$ cat config.mk
export PLATFORM = sky130hd
export DESIGN_NAME = enter_prompt_ctrl_flat
export DESIGN_NICKNAME = d
export VERILOG_FILES = /design/src/rtl/enter_prompt_ctrl_pkg.sv /design/src/rtl/enter_prompt_ctrl_if.sv /design/src/rtl/enter_prompt_ctrl_rect_hit_test.sv /design/src/rtl/enter_prompt_ctrl.sv /design/src/flat_wrapper.sv
export SDC_FILE = /design/constraint.sdc
export NUM_CORES = 1
export LEC_CHECK = 0
export ABC_AREA = 0
export CAP_MARGIN = 20
export CORE_MARGIN = 2
export CORE_UTILIZATION = 49
export CTS_CLUSTER_DIAMETER = 100
export DETAILED_ROUTE_END_ITERATION = 10
export HOLD_SLACK_MARGIN = 0.05
export PLACE_DENSITY = 0.77
export SYNTH_ARGS = -nofsm -noshare
export SYNTH_HDL_FRONTEND = slang
export SYNTH_SLANG_ARGS = --single-unit
$ cat constraint.sdc
create_clock -name clk -period 2.7 [get_ports clk]
set_clock_uncertainty 0.2 [all_clocks]
set_input_delay 0.54 -clock clk [delete_from_list [all_inputs] [get_ports clk]]
set_output_delay 0.54 -clock clk [all_outputs]
set_load 0.01 [all_outputs]
$ cat src/rtl/enter_prompt_ctrl_pkg.sv
// Shared types and screen constants for the enter prompt controller and its
// rectangle hit-test helper.
package enter_prompt_pkg;

    typedef logic [10:0] coord_t;
    typedef logic [11:0] coord_ext_t;

    typedef enum logic [1:0] {
        HIDDEN    = 2'd0,
        SLIDE_IN  = 2'd1,
        BLINK_ON  = 2'd2,
        BLINK_OFF = 2'd3
    } prompt_state_t;

    localparam int SCREEN_W = 640;
    localparam int SCREEN_H = 480;

    // Widening to 12 bits keeps right/bottom edges and slide arithmetic from wrapping.
    function automatic coord_ext_t extend_coord(input coord_t c);
        return {1'b0, c};
    endfunction

endpackage

$ cat src/rtl/enter_prompt_ctrl_if.sv
// Pixel/control bundle between the VGA/game side (master) and the prompt
// controller (slave).
interface enter_prompt_ctrl_if;
    import enter_prompt_pkg::*;

    coord_t pixelX;
    coord_t pixelY;
    logic   startOfFrame;
    logic   show;
    logic   enterPressed;
    coord_t offsetX;
    coord_t offsetY;
    logic   InsideRectangle;
    logic   promptActive;
    logic   enterAck;

    modport master (
        output pixelX, pixelY, startOfFrame, show, enterPressed,
        input  offsetX, offsetY, InsideRectangle, promptActive, enterAck
    );

    modport slave (
        input  pixelX, pixelY, startOfFrame, show, enterPressed,
        output offsetX, offsetY, InsideRectangle, promptActive, enterAck
    );
endinterface

$ cat src/rtl/enter_prompt_ctrl_rect_hit_test.sv
// Combinational point-in-rectangle test with offsets relative to the top-left
// corner; offsets are zero whenever the point is outside.
module rect_hit_test
    import enter_prompt_pkg::*;
(
    input  coord_t pixelX,
    input  coord_t pixelY,
    input  coord_t rectX,
    input  coord_t rectY,
    input  coord_t rectW,
    input  coord_t rectH,
    output logic   hit,
    output coord_t offsetX,
    output coord_t offsetY
);

    coord_ext_t px, py, left_e, top_e, right_e, bottom_e;
    logic       in_x, in_y;

    always_comb begin
        px       = extend_coord(pixelX);
        py       = extend_coord(pixelY);
        left_e   = extend_coord(rectX);
        top_e    = extend_coord(rectY);
        right_e  = left_e + extend_coord(rectW);
        bottom_e = top_e + extend_coord(rectH);
        in_x     = (px >= left_e) && (px < right_e);
        in_y     = (py >= top_e) && (py < bottom_e);
        hit      = in_x && in_y;
        offsetX  = '0;
        offsetY  = '0;
        if (hit) begin
            offsetX = pixelX - rectX;
            offsetY = pixelY - rectY;
        end
    end

endmodule

$ cat src/rtl/enter_prompt_ctrl.sv
// Places, slides in and blinks the "press enter" prompt and acknowledges Enter.
// Optional ENTER_PROMPT_SKIP_SLIDE_EN: Enter during the slide snaps to rest and blinks.
module enter_prompt_ctrl
    import enter_prompt_pkg::*;
#(
    parameter int OBJECT_WIDTH_X = 51,
    parameter int OBJECT_HEIGHT_Y = 15,
    parameter int TARGET_X       = 294,
    parameter int TARGET_Y       = 400,
    parameter int START_Y        = 480,
    parameter int SLIDE_STEP     = 2,
    parameter int BLINK_FRAMES   = 30
) (
    input  logic clk,
    input  logic reset,
    enter_prompt_ctrl_if.slave bus
);

    localparam int CNT_W = (BLINK_FRAMES > 2) ? $clog2(BLINK_FRAMES) : 1;

    localparam coord_t     TARGET_X_C   = coord_t'(TARGET_X);
    localparam coord_t     TARGET_Y_C   = coord_t'(TARGET_Y);
    localparam coord_t     START_Y_C    = coord_t'(START_Y);
    localparam coord_t     WIDTH_C      = coord_t'(OBJECT_WIDTH_X);
    localparam coord_t     HEIGHT_C     = coord_t'(OBJECT_HEIGHT_Y);
    localparam coord_ext_t TARGET_Y_E   = coord_ext_t'(TARGET_Y);
    localparam coord_ext_t STEP_E       = coord_ext_t'(SLIDE_STEP);
    localparam coord_ext_t SCREEN_W_E   = coord_ext_t'(SCREEN_W);
    localparam coord_ext_t SCREEN_H_E   = coord_ext_t'(SCREEN_H);
    localparam logic [CNT_W-1:0] CNT_LAST = CNT_W'(BLINK_FRAMES - 1);

    prompt_state_t    state_q, state_d;
    coord_t           top_y_q, top_y_d;
    logic [CNT_W-1:0] frame_cnt_q, frame_cnt_d;
    logic             enter_ack_q, enter_ack_d;
    logic             inside_q, inside_d;
    coord_t           offset_x_q, offset_x_d;
    coord_t           offset_y_q, offset_y_d;

    coord_ext_t       slide_next;
    logic             visible;
    logic             raw_hit;
    coord_t           raw_off_x, raw_off_y;

    // Clamped slide target: never steps past the rest row, even for odd distances.
    always_comb begin
        if (extend_coord(top_y_q) >= TARGET_Y_E + STEP_E)
            slide_next = extend_coord(top_y_q) - STEP_E;
        else
            slide_next = TARGET_Y_E;
    end

    // Frame-aligned animation; only Enter and a dropped show leave mid-frame.
    always_comb begin
        state_d     = state_q;
        top_y_d     = top_y_q;
        frame_cnt_d = frame_cnt_q;
        enter_ack_d = 1'b0;
        case (state_q)
            HIDDEN: begin
                if (bus.startOfFrame && bus.show) begin
                    state_d     = SLIDE_IN;
                    top_y_d     = START_Y_C;
                    frame_cnt_d = '0;
                end
            end
            SLIDE_IN: begin
                if (!bus.show) begin
                    state_d     = HIDDEN;
                    top_y_d     = START_Y_C;
                    frame_cnt_d = '0;
                end
`ifdef ENTER_PROMPT_SKIP_SLIDE_EN
                else if (bus.enterPressed) begin
                    state_d     = BLINK_ON;
                    top_y_d     = TARGET_Y_C;
                    frame_cnt_d = '0;
                end
`endif
                else if (bus.startOfFrame) begin
                    top_y_d = slide_next[10:0];
                    if (slide_next == TARGET_Y_E) begin
                        state_d     = BLINK_ON;
                        frame_cnt_d = '0;
                    end
                end
            end
            BLINK_ON, BLINK_OFF: begin
                if (bus.enterPressed || !bus.show) begin
                    state_d     = HIDDEN;
                    top_y_d     = START_Y_C;
                    frame_cnt_d = '0;
                    enter_ack_d = bus.enterPressed;
                end else if (bus.startOfFrame) begin
                    if (frame_cnt_q == CNT_LAST) begin
                        state_d     = (state_q == BLINK_ON) ? BLINK_OFF : BLINK_ON;
                        frame_cnt_d = '0;
                    end else begin
                        frame_cnt_d = frame_cnt_q + CNT_W'(1);
                    end
                end
            end
            default: begin
                state_d     = HIDDEN;
                top_y_d     = START_Y_C;
                frame_cnt_d = '0;
            end
        endcase
    end

    rect_hit_test u_hit (
        .pixelX  (bus.pixelX),
        .pixelY  (bus.pixelY),
        .rectX   (TARGET_X_C),
        .rectY   (top_y_q),
        .rectW   (WIDTH_C),
        .rectH   (HEIGHT_C),
        .hit     (raw_hit),
        .offsetX (raw_off_x),
        .offsetY (raw_off_y)
    );

    // Pixels off the visible raster never hit, so a half-entered prompt clips cleanly.
    always_comb begin
        visible    = (state_q == SLIDE_IN) || (state_q == BLINK_ON);
        inside_d   = visible && raw_hit
                     && (extend_coord(bus.pixelX) < SCREEN_W_E)
                     && (extend_coord(bus.pixelY) < SCREEN_H_E);
        offset_x_d = inside_d ? raw_off_x : '0;
        offset_y_d = inside_d ? raw_off_y : '0;
    end

    always_ff @(posedge clk or posedge reset) begin
        if (reset) begin
            state_q     <= HIDDEN;
            top_y_q     <= START_Y_C;
            frame_cnt_q <= '0;
            enter_ack_q <= 1'b0;
            inside_q    <= 1'b0;
            offset_x_q  <= '0;
            offset_y_q  <= '0;
        end else begin
            state_q     <= state_d;
            top_y_q     <= top_y_d;
            frame_cnt_q <= frame_cnt_d;
            enter_ack_q <= enter_ack_d;
            inside_q    <= inside_d;
            offset_x_q  <= offset_x_d;
            offset_y_q  <= offset_y_d;
        end
    end

    assign bus.InsideRectangle = inside_q;
    assign bus.offsetX         = offset_x_q;
    assign bus.offsetY         = offset_y_q;
    assign bus.enterAck        = enter_ack_q;
    assign bus.promptActive    = (state_q != HIDDEN);

endmodule

$ cat src/flat_wrapper.sv
// flat-port wrapper written by rule: the top's interface ports become plain ports
module enter_prompt_ctrl_flat import enter_prompt_pkg::*;
#(
    parameter int OBJECT_WIDTH_X = 51,
    parameter int OBJECT_HEIGHT_Y = 15,
    parameter int TARGET_X       = 294,
    parameter int TARGET_Y       = 400,
    parameter int START_Y        = 480,
    parameter int SLIDE_STEP     = 2,
    parameter int BLINK_FRAMES   = 30
)
  (clk, reset, bus_pixelX, bus_pixelY, bus_startOfFrame, bus_show, bus_enterPressed, bus_offsetX, bus_offsetY, bus_InsideRectangle, bus_promptActive, bus_enterAck);
  enter_prompt_ctrl_if bus_i ();
  input  logic clk;
  input  logic reset;
  input wire logic [$bits(bus_i.pixelX)-1:0] bus_pixelX;
  input wire logic [$bits(bus_i.pixelY)-1:0] bus_pixelY;
  input wire logic [$bits(bus_i.startOfFrame)-1:0] bus_startOfFrame;
  input wire logic [$bits(bus_i.show)-1:0] bus_show;
  input wire logic [$bits(bus_i.enterPressed)-1:0] bus_enterPressed;
  output wire logic [$bits(bus_i.offsetX)-1:0] bus_offsetX;
  output wire logic [$bits(bus_i.offsetY)-1:0] bus_offsetY;
  output wire logic [$bits(bus_i.InsideRectangle)-1:0] bus_InsideRectangle;
  output wire logic [$bits(bus_i.promptActive)-1:0] bus_promptActive;
  output wire logic [$bits(bus_i.enterAck)-1:0] bus_enterAck;
  assign bus_i.pixelX = bus_pixelX;
  assign bus_i.pixelY = bus_pixelY;
  assign bus_i.startOfFrame = bus_startOfFrame;
  assign bus_i.show = bus_show;
  assign bus_i.enterPressed = bus_enterPressed;
  assign bus_offsetX = bus_i.offsetX;
  assign bus_offsetY = bus_i.offsetY;
  assign bus_InsideRectangle = bus_i.InsideRectangle;
  assign bus_promptActive = bus_i.promptActive;
  assign bus_enterAck = bus_i.enterAck;
  enter_prompt_ctrl #(.OBJECT_WIDTH_X(OBJECT_WIDTH_X), .OBJECT_HEIGHT_Y(OBJECT_HEIGHT_Y), .TARGET_X(TARGET_X), .TARGET_Y(TARGET_Y), .START_Y(START_Y), .SLIDE_STEP(SLIDE_STEP), .BLINK_FRAMES(BLINK_FRAMES)) u_core (.clk(clk), .reset(reset), .bus(bus_i));
endmodule
Word-level counts from Yosys, hierarchy flattened:

Cells that the tools add are included.

* add/sub/neg operators: 5
* magnitude comparators: 7
* eq/ne operators: 11
* mux-type cells: 29
* reduce and logical (&&, ||, !) cells: 16

Operator list (count)
* two-way mux 11 bit: 8
* two-way mux 5 bit: 7
* one-hot mux 11 bit (3 select lines): 1
* greater-or-equal comparator 11 x 9 -> 1 bit (second input constant): 2
* less-than comparator 11 x 9 -> 1 bit (second input constant): 2
* one-hot mux 5 bit (3 select lines): 1
* two-way mux 2 bit: 7
* adder 11 x 4 -> 12 bit (second input constant): 1
* == test 12 x 9 -> 1 bit (second input constant): 1
* less-than comparator 11 x 12 -> 1 bit: 1
* two-way mux 12 bit: 1
* subtractor 11 x 2 -> 12 bit (second input constant): 1
* greater-or-equal comparator 11 bit: 1
* less-than comparator 11 x 10 -> 1 bit (second input constant): 1
* subtractor 11 bit: 1
* subtractor 11 x 9 -> 11 bit (second input constant): 1
* logical AND 1 bit: 7
* inequality test 3 x 2 -> 1 bit (second input constant): 2
* one-hot mux 2 bit (3 select lines): 1
* adder 5 x 1 -> 5 bit (second input constant): 1
* == test 5 bit (second input constant): 1
* AND reduction 5 bit: 1
* == test 2 bit (second input constant): 2
* inequality test 2 x 1 -> 1 bit (second input constant): 2
* other kinds (11): 14

* flip-flop bits (word level): 42
* input bits: 27
* word-level logic and storage cells: 75

Logic depth before layout (Yosys ltp):

Gate-level depths: netlist of the first run.

* word-level depth: 8
* mapped depth: 13

Modules after synthesis:

Synthesis of the first run repeated with hierarchy kept, for this count alone.

* cell total of the unflattened synthesis: 546
* area, all modules: 4758.3 sq um

Modules (own cells, without submodules)
* rect_hit_test: instances 1, cells each 345, area each 2683.8 sq um, seq. area each 0.0 sq um
* enter_prompt_ctrl: instances 1, cells each 201, area each 2074.5 sq um, seq. area each 1056.0 sq um

Worst setup path before layout of the first run:

OpenSTA, ideal clock, no wires.

* kind: reg2reg
* start: register u_core.top_y_q[1]
* end: register u_core.offset_y_q[5], in the netlist u_core.bus.offsetY[5]
* arrival: 2.562 ns
* required time: 2.395 ns
* slack: -0.168 ns
* cell stages (with the launch flop): 12
* path buffers: 1
* period minus slack after synthesis: 2.868 ns
* cells stage by stage: dfrtp_1 inv_1 ha_1 nand3_1 nand3_1 xnor2_1 ha_1 a21o_1 a2111oi_0 a21oi_1 clkbuf_1 nor4b_1

* longest elaborated chain between the ends: 8

RTL lines
* start: declaration: line enter_prompt_ctrl.sv:33 `coord_t top_y_q, top_y_d;`
* start signal: assignment: line enter_prompt_ctrl.sv:144 `top_y_q <= top_y_d;`
* adder 11 x 4 -> 12 bit: line enter_prompt_ctrl_rect_hit_test.sv:26 `bottom_e = top_e + extend_coord(rectH);`
* less-than comparator 11 x 12 -> 1 bit: line enter_prompt_ctrl_rect_hit_test.sv:28 `in_y = (py >= top_e) && (py < bottom_e);`
* logical AND 1 bit: line enter_prompt_ctrl_rect_hit_test.sv:28
* logical AND 1 bit: line enter_prompt_ctrl_rect_hit_test.sv:29 `hit = in_x && in_y;`
* logical AND 1 bit: line enter_prompt_ctrl.sv:126 `inside_d = visible && raw_hit`
* logical AND 1 bit: line enter_prompt_ctrl.sv:127 `&& (extend_coord(bus.pixelX) < SCREEN_W_E)`
* logical AND 1 bit: line enter_prompt_ctrl.sv:128 `&& (extend_coord(bus.pixelY) < SCREEN_H_E);`
* two-way mux 11 bit *: line enter_prompt_ctrl.sv:130 `offset_y_d = inside_d ? raw_off_y : '0;`
* net u_core.offset_y_d[5]: line enter_prompt_ctrl.sv:38 `coord_t offset_y_q, offset_y_d;`
* end signal: assignment: line enter_prompt_ctrl.sv:149 `offset_y_q <= offset_y_d;`
* end: declaration: line enter_prompt_ctrl.sv:38

The timed path passes the listed nets; every way through them passes the cells marked *.
A chain may end at the register's enable or synchronous reset.

Worst setup path after layout of the first run:

* start: register u_core.top_y_q[6]
* end: register u_core.offset_y_q[10], in the netlist u_core.bus.offsetY[10]

Same word-level chain as after synthesis.

==> metrics.cfg, run 1 <==
[run_status]
status = finished, violations left
violations = setup timing

[layout]
multi_input_area_mm2 = 0.002218
final_cell_mix = buf_4, clkdlybuf4s50_1, dfrtp_1
mostFrequentLayoutCell = buf_4
nets = 534
drive_above_1_share = 0.2994
n_fill_cell = 405
final_core_util = 0.7524
num_antenna_cells = 0
fin_area_mm2 = 0.004723
synthToLayoutAreaGrowth_pct = 50.88
regArea_mm2 = 0.001056
fin_cells = 548

[detailed_routing]
wl_um = 9299
drt-initial-drc-count = 172
drt-pass1-iter-count = 5
route.detailed.drc = 0
antenna_left = 0
post_drt_wl_per_cell_um = 16.97
routed-via-count = 3212
via_per_inst = 5.861

[critical_path]
reg2reg_from = u_core.top_y_q[6]$_DFFE_PP1P_
path_class = flop to flop
r2r_cells = 9
slowest_delay_ns = 0.53
worstSetupEndpointType = flop
rrSetupSlack_ns = -0.18
crit_path_start_kind = flop
cp_data_required_time_ns = 2.70
crit_path_max_fanout = 5
crit_buf_inv = 1
critPathSlowestCell = dfstp_2
critical_path.top_delay_family = simple AND/OR/NAND/NOR gates
crit_chain = and3_4 -> and3_1 -> nand2_1 -> xnor2_1 -> ha_1 -> a2111oi_4 -> a21oi_2 -> buf_4 -> nor4_2
cp.arrival_ns = 2.88
r2r_end = u_core.bus.offsetY[10]$_DFF_PP0_

[global_routing]
grtUsageTotal = 0.2572
grt_util_met2 = 0.4378
busiest_layer = met2
grt_remaining_overflow = 0
met1_usage = 0.3354
grt_pass1_wl_um = 14780
grt_pass1_vias = 3170
grt_max_degree = 43
met3_usage = 0.04055
antenna_found_initial = 0

[clocking]
cts_buffers = 5
cts_tree = yes
clock_latency_ns = 0.30
numClockSinks = 42
cts_max_path_buffers = 2
path_clk_slew_ns = 0.08
h-tree-depth = 2
cts_root_buffer = clkbuf_8

[timing]
hold_viol = 0
rsz0062_at_grt = yes
setup_viol = 21
slew_viol_final = 0
slew-limit-headroom = 0.5674
fin_crit_ns = 2.878
tightestPinTransition_ns = 0.6430
setup_slack_ns = -0.1777
max_freq_mhz = 347.5
period_share = 1.066
tns_ns = -2.748

[min_path]
min_from = u_core.frame_cnt_q[4]$_DFFE_PP0P_
min_to = u_core.frame_cnt_q[4]$_DFFE_PP0P_
hold_path.class = flop to flop
min_path_cells = 1

[synthesis]
synth_flop_cell = dfrtp_1
synthCells = 340
syn_area_mm2 = 0.003131
synth-seq-area-share = 0.3373
ys_ff_latch = 42
async_reset_ff_frac = 1.000
avgSynthCellArea_um2 = 9.207
synth-edff-count = 0
ys_warn_count = 0
synth_cell_type_count = 58

[floorplan]
num_io_pins = 52
rows = 29
die_h_um = 83.93
start_util = 0.4987
core_mm2 = 0.006277
die_w_um = 83.93
die-area_mm2 = 0.007044

[pwr]
p_sw_frac = 0.4330
p_clk_frac = 0.109
power.internal_uw = 2238
cellPowerDensity_mw_per_mm2 = 835.5
pwr-share-comb = 0.696
p_leak_uw = 0.002122
switchingPower_uw = 1709
fin_total_pwr_uw = 3947
vdd_drop_max_v = 0.0005879
pwr-share-seq = 0.195

[place]
gp_congestion = 0.9558
dp_cells = 528
dp_hpwl_um = 6163
port-buffer-count = 51
dpl_cell_area_mm2 = 0.004252

[flow_run]
cap_violations = 0

==> per-stage QoR <==
stage                     hold slack [ns]  worst slack (ns)
final                              0.3338           -0.1777
after global routing               0.3710           -0.2138
after CTS                          0.3292         -0.001938
after detailed placement           0.3124           -0.5777
after global placement             0.2961           -0.4151
after floorplan                    0.2690          -0.01196
==> layout make-up <==
cell class | count | area share
well taps | 77 | 0.02040
multi-input cells | 263 | 0.4697
clock inverters | 1 | 0.001060
clock buffers | 7 | 0.01828
flip-flops and latches | 42 | 0.2236
repair buffers | 133 | 0.2472
inverters | 25 | 0.01987
==> power groups by stage <==
stage | Sequential, uW | Clock (uW) | Combinational (uW)
3_3_place_gp | 774 | 0 | 2260
2_1_floorplan | 797 | 0 | 1460
5_1_grt | 779 | 464 | 3000
4_1_cts | 765 | 435 | 2620
6_report | 770 | 428 | 2750
3_5_place_dp | 777 | 0 | 2340
==> worst max-delay path by stage <==
stage	start	to	cells after the start
floorplan	u_core.top_y_q[5]$_DFFE_PP1P_	u_core.bus.offsetY[5]$_DFF_PP0_	10
global route	u_core.top_y_q[8]$_DFFE_PP1P_	u_core.bus.offsetX[10]$_DFF_PP0_	10
global placement	bus_pixelY[0]	u_core.bus.offsetY[10]$_DFF_PP0_	10
CTS	u_core.top_y_q[1]$_DFFE_PP0P_	u_core.bus.offsetY[9]$_DFF_PP0_	12
finish	u_core.top_y_q[6]$_DFFE_PP1P_	u_core.bus.offsetY[10]$_DFF_PP0_	9
detailed placement	bus_pixelY[0]	u_core.bus.offsetY[10]$_DFF_PP0_	10
==> flip-flops by register name, indices dropped and copies added (netlist names) <==
name,flops
u_core.bus.InsideRectangle,1
u_core.bus.enterAck,1
u_core.frame_cnt_q,5
u_core.bus.offsetY,11
u_core.bus.offsetX,11
u_core.top_y_q,11
u_core.state_q,2
==> worst register-to-register path, cell delays in order, from the launching register on <==
cell and delay [ns]:
dfstp_2 0.53, and3_4 0.21, and3_1 0.18, nand2_1 0.09, xnor2_1 0.21, ha_1 0.32, a2111oi_4 0.40, a21oi_2 0.15
buf_4 0.20, nor4_2 0.28
==> synth_stat cells (7+ instances only) <==
library cell  count  area (um^2)
nand2_1          11        41.29
nor3_1           20        100.1
ha_1             36        450.4
xnor2_1          17        148.9
clkbuf_1          7        26.28
dfrtp_1          38        950.9
nand3_1           8        40.04
o21ai_0          29        145.1
nor2_1           16        60.06
inv_1            25        93.84
a21oi_1          14        70.07
==> kinds of logic (layout without fill, tap and decap cells) <==
family	Yosys count	after routing	synth area share
multiplexers	4	4	0.01599
buffers and inverters	36	166	0.04436
AO/OA/AOI/OAI	98	98	0.2102
other	1	2	0.001198
flip-flops	42	42	0.3373
XOR/XNOR	20	20	0.05596
AND/OR/NAND/NOR	102	102	0.1847
adder cells (fa/ha/maj)	37	37	0.1503
==> what timing repair did <==
item                       in CTS  in global routing
buffers inserted                8                  1
setup endpoints to repair      21                 28
pin swaps                      16                  8
hold buffers                    0                  0
cloned                          3                  0
gates resized for setup        48                 14
==> routing by layer <==
layer,share of wire,wire length (um)
met3,0.060,555
met1,0.41,3822
met5,0,0
met4,0.028,264
met2,0.50,4656
(Power assumes the default switching activity.)
==> inputs of run 2 (changes only) <==
--- a/config.mk
+++ b/config.mk
@@ -5,13 +5,13 @@
 export SDC_FILE = /design/constraint.sdc
 export NUM_CORES = 1
 export LEC_CHECK = 0
-export ABC_AREA = 0
 export CAP_MARGIN = 20
 export CORE_MARGIN = 2
 export CORE_UTILIZATION = 49
 export CTS_CLUSTER_DIAMETER = 100
 export DETAILED_ROUTE_END_ITERATION = 10
 export HOLD_SLACK_MARGIN = 0.05
+export MAX_ROUTING_LAYER = met4
 export PLACE_DENSITY = 0.77
 export SYNTH_ARGS = -nofsm -noshare
 export SYNTH_HDL_FRONTEND = slang
==> run 2 against run 1 <==
  * The flow still finishes with violations (setup timing)
  * Combinational power barely moved
  * Utilization fell by 0.46 points
  * Flip-flop and latch count did not move
  * Fmax rose by 1.5%
  * Sequential power barely moved
  * Clock power fell by 7.7%
  * Worst setup slack improved by 0.044 ns
  * Cell area fell by 0.61%
  * Critical path depth rose by 4
  * Clock-buffer cell count fell by 2
  * Cell count fell by 1.3%
==> metrics.cfg, run 2 (same netlist as run 1, synthesis figures left out) <==
[global_routing]
grt_pass1_wl_um = 14750
grt_max_degree = 43
grtUsageTotal = 0.2675
grt_remaining_overflow = 0
antenna_found_initial = 0
grt_pass1_vias = 3256

[critical_path]
startpoint = u_core.top_y_q[1]$_DFFE_PP0P_
worstSetupEndpointType = flop
cp_data_required_time_ns = 2.72
r2r_end = u_core.bus.offsetX[10]$_DFF_PP0_
rrSetupSlack_ns = -0.13
cp.arrival_ns = 2.86
path_class = flop to flop
r2r_cells = 13
crit_path_start_kind = flop
crit_path_max_fanout = 8
reg2reg_from = u_core.top_y_q[1]$_DFFE_PP0P_

[clocking]
clock_latency_ns = 0.30
cts_root_buffer = clkbuf_8
cts_tree = yes
numClockSinks = 42
cts_buffers = 5
path_clk_slew_ns = 0.08
postCtsHoldBufs = 0
h-tree-depth = 2
cts_max_path_buffers = 2

[layout]
final_cell_mix = buf_4, clkdlybuf4s50_1, dfrtp_1
mostFrequentLayoutCell = buf_4
num_antenna_cells = 0
synthToLayoutAreaGrowth_pct = 49.96
final_core_util = 0.7479
n_fill_cell = 428
drive_above_1_share = 0.2845
nets = 528

[detailed_routing]
antenna_left = 0
drt-pass1-iter-count = 4
post_drt_wl_per_cell_um = 17.00
drt-initial-drc-count = 205
wl_um = 9195
route.detailed.drc = 0
via_per_inst = 5.880
routed-via-count = 3181

[floorplan]
die_h_um = 83.93
die_w_um = 83.93
core_mm2 = 0.006277
die-area_mm2 = 0.007044
start_util = 0.4987
rows = 29
num_io_pins = 52

[pwr]
cellPowerDensity_mw_per_mm2 = 834.6
pwr-share-comb = 0.703
p_clk_frac = 0.101
switchingPower_uw = 1729
p_sw_frac = 0.4413
fin_total_pwr_uw = 3918
vdd_drop_max_v = 0.0005578
power.internal_uw = 2189
pwr-share-seq = 0.197
p_leak_uw = 0.002097

[timing]
fin_crit_ns = 2.834
hold_viol = 0
rsz0062_at_grt = yes
setup_slack_ns = -0.1342
tightestPinTransition_ns = 0.6059
setup_viol = 21
max_freq_mhz = 352.8
slew-limit-headroom = 0.5923
slew_viol_final = 0
period_share = 1.050

[place]
dp_hpwl_um = 6346
port-buffer-count = 51
gp_congestion = 0.9730

[min_path]
min_from = u_core.frame_cnt_q[4]$_DFFE_PP0P_
min_to = u_core.frame_cnt_q[4]$_DFFE_PP0P_
min_path_cells = 1
hold_path.class = flop to flop

[flow_run]
cap_violations = 0

[run_status]
violations = setup timing
status = finished, violations left

[run 2: final cells by class]
class                      count  area, um^2  area share
inverter                      25       93.84     0.01999
clock buffer                   5       68.82     0.01466
tap                           77       96.34     0.02052
multi-input combinational    263        2251      0.4795
clock inverter                 2       10.01    0.002132
timing repair buffer         127        1119      0.2383
sequential                    42        1056      0.2249
[run 2: timing repair]
item                       in CTS  in global routing
pin swaps                      17                  7
setup endpoints to repair      21                 21
setup buffers                   1                  1
gates resized for setup        42                 22
cloned                          3                  0
[run 2: worst max path at each step]
stage,end,slack (ns)
after global placement,u_core.bus.offsetY[10]$_DFF_PP0_,-0.41
after detailed placement,u_core.bus.offsetY[10]$_DFF_PP0_,-0.55
final,u_core.bus.offsetX[10]$_DFF_PP0_,-0.13
after CTS,u_core.bus.offsetY[2]$_DFF_PP0_,-0.02
after floorplan,u_core.bus.offsetY[5]$_DFF_PP0_,-0.01
after global routing,u_core.bus.offsetY[1]$_DFF_PP0_,-0.25
[run 2: per-stage QoR]
stage                     setup TNS [ns]  setup slack, ns  std cells  hold slack [ns]  area (um^2)
after global placement            -5.756          -0.4128        529           0.2997         4259
after detailed placement          -7.154          -0.5508        529           0.3072         4259
after floorplan                 -0.03589         -0.01196        341           0.2690         3166
after CTS                        -0.1063         -0.02140        540           0.3239         4564
after global routing              -3.809          -0.2511        541           0.3706         4695
final                             -1.979          -0.1342        541           0.3267         4695
[run 2: power groups by stage]
stage	combinational [uW]	sequential [uW]	clock, uW
2_1_floorplan	1460	797	0
3_3_place_gp	2260	775	0
3_5_place_dp	2340	781	0
4_1_cts	2570	769	399
5_1_grt	2980	778	435
6_report	2750	770	395
[run 2: routing by layer]
metal / GRT usage / share of wire / up-vias
li1: - / - / 1504
met1: 0.3190 / 0.42 / 1544
met2: 0.4436 / 0.50 / 101
met3: 0.05341 / 0.046 / 32
met4: 0.1085 / 0.032 / 0
met5: - / 0 / -
[run 2: critical path, stage by stage, from the launching register on]
cell and delay, ns:
dfrtp_1 0.41, inv_2 0.13, ha_4 0.15, nand2_4 0.06, nand3_4 0.10, nand3_2 0.10, xnor2_2 0.14, ha_1 0.31
a21o_1 0.19, a2111oi_4 0.32, a21oi_2 0.14, buf_6 0.17, buf_12 0.15, nor3_2 0.18
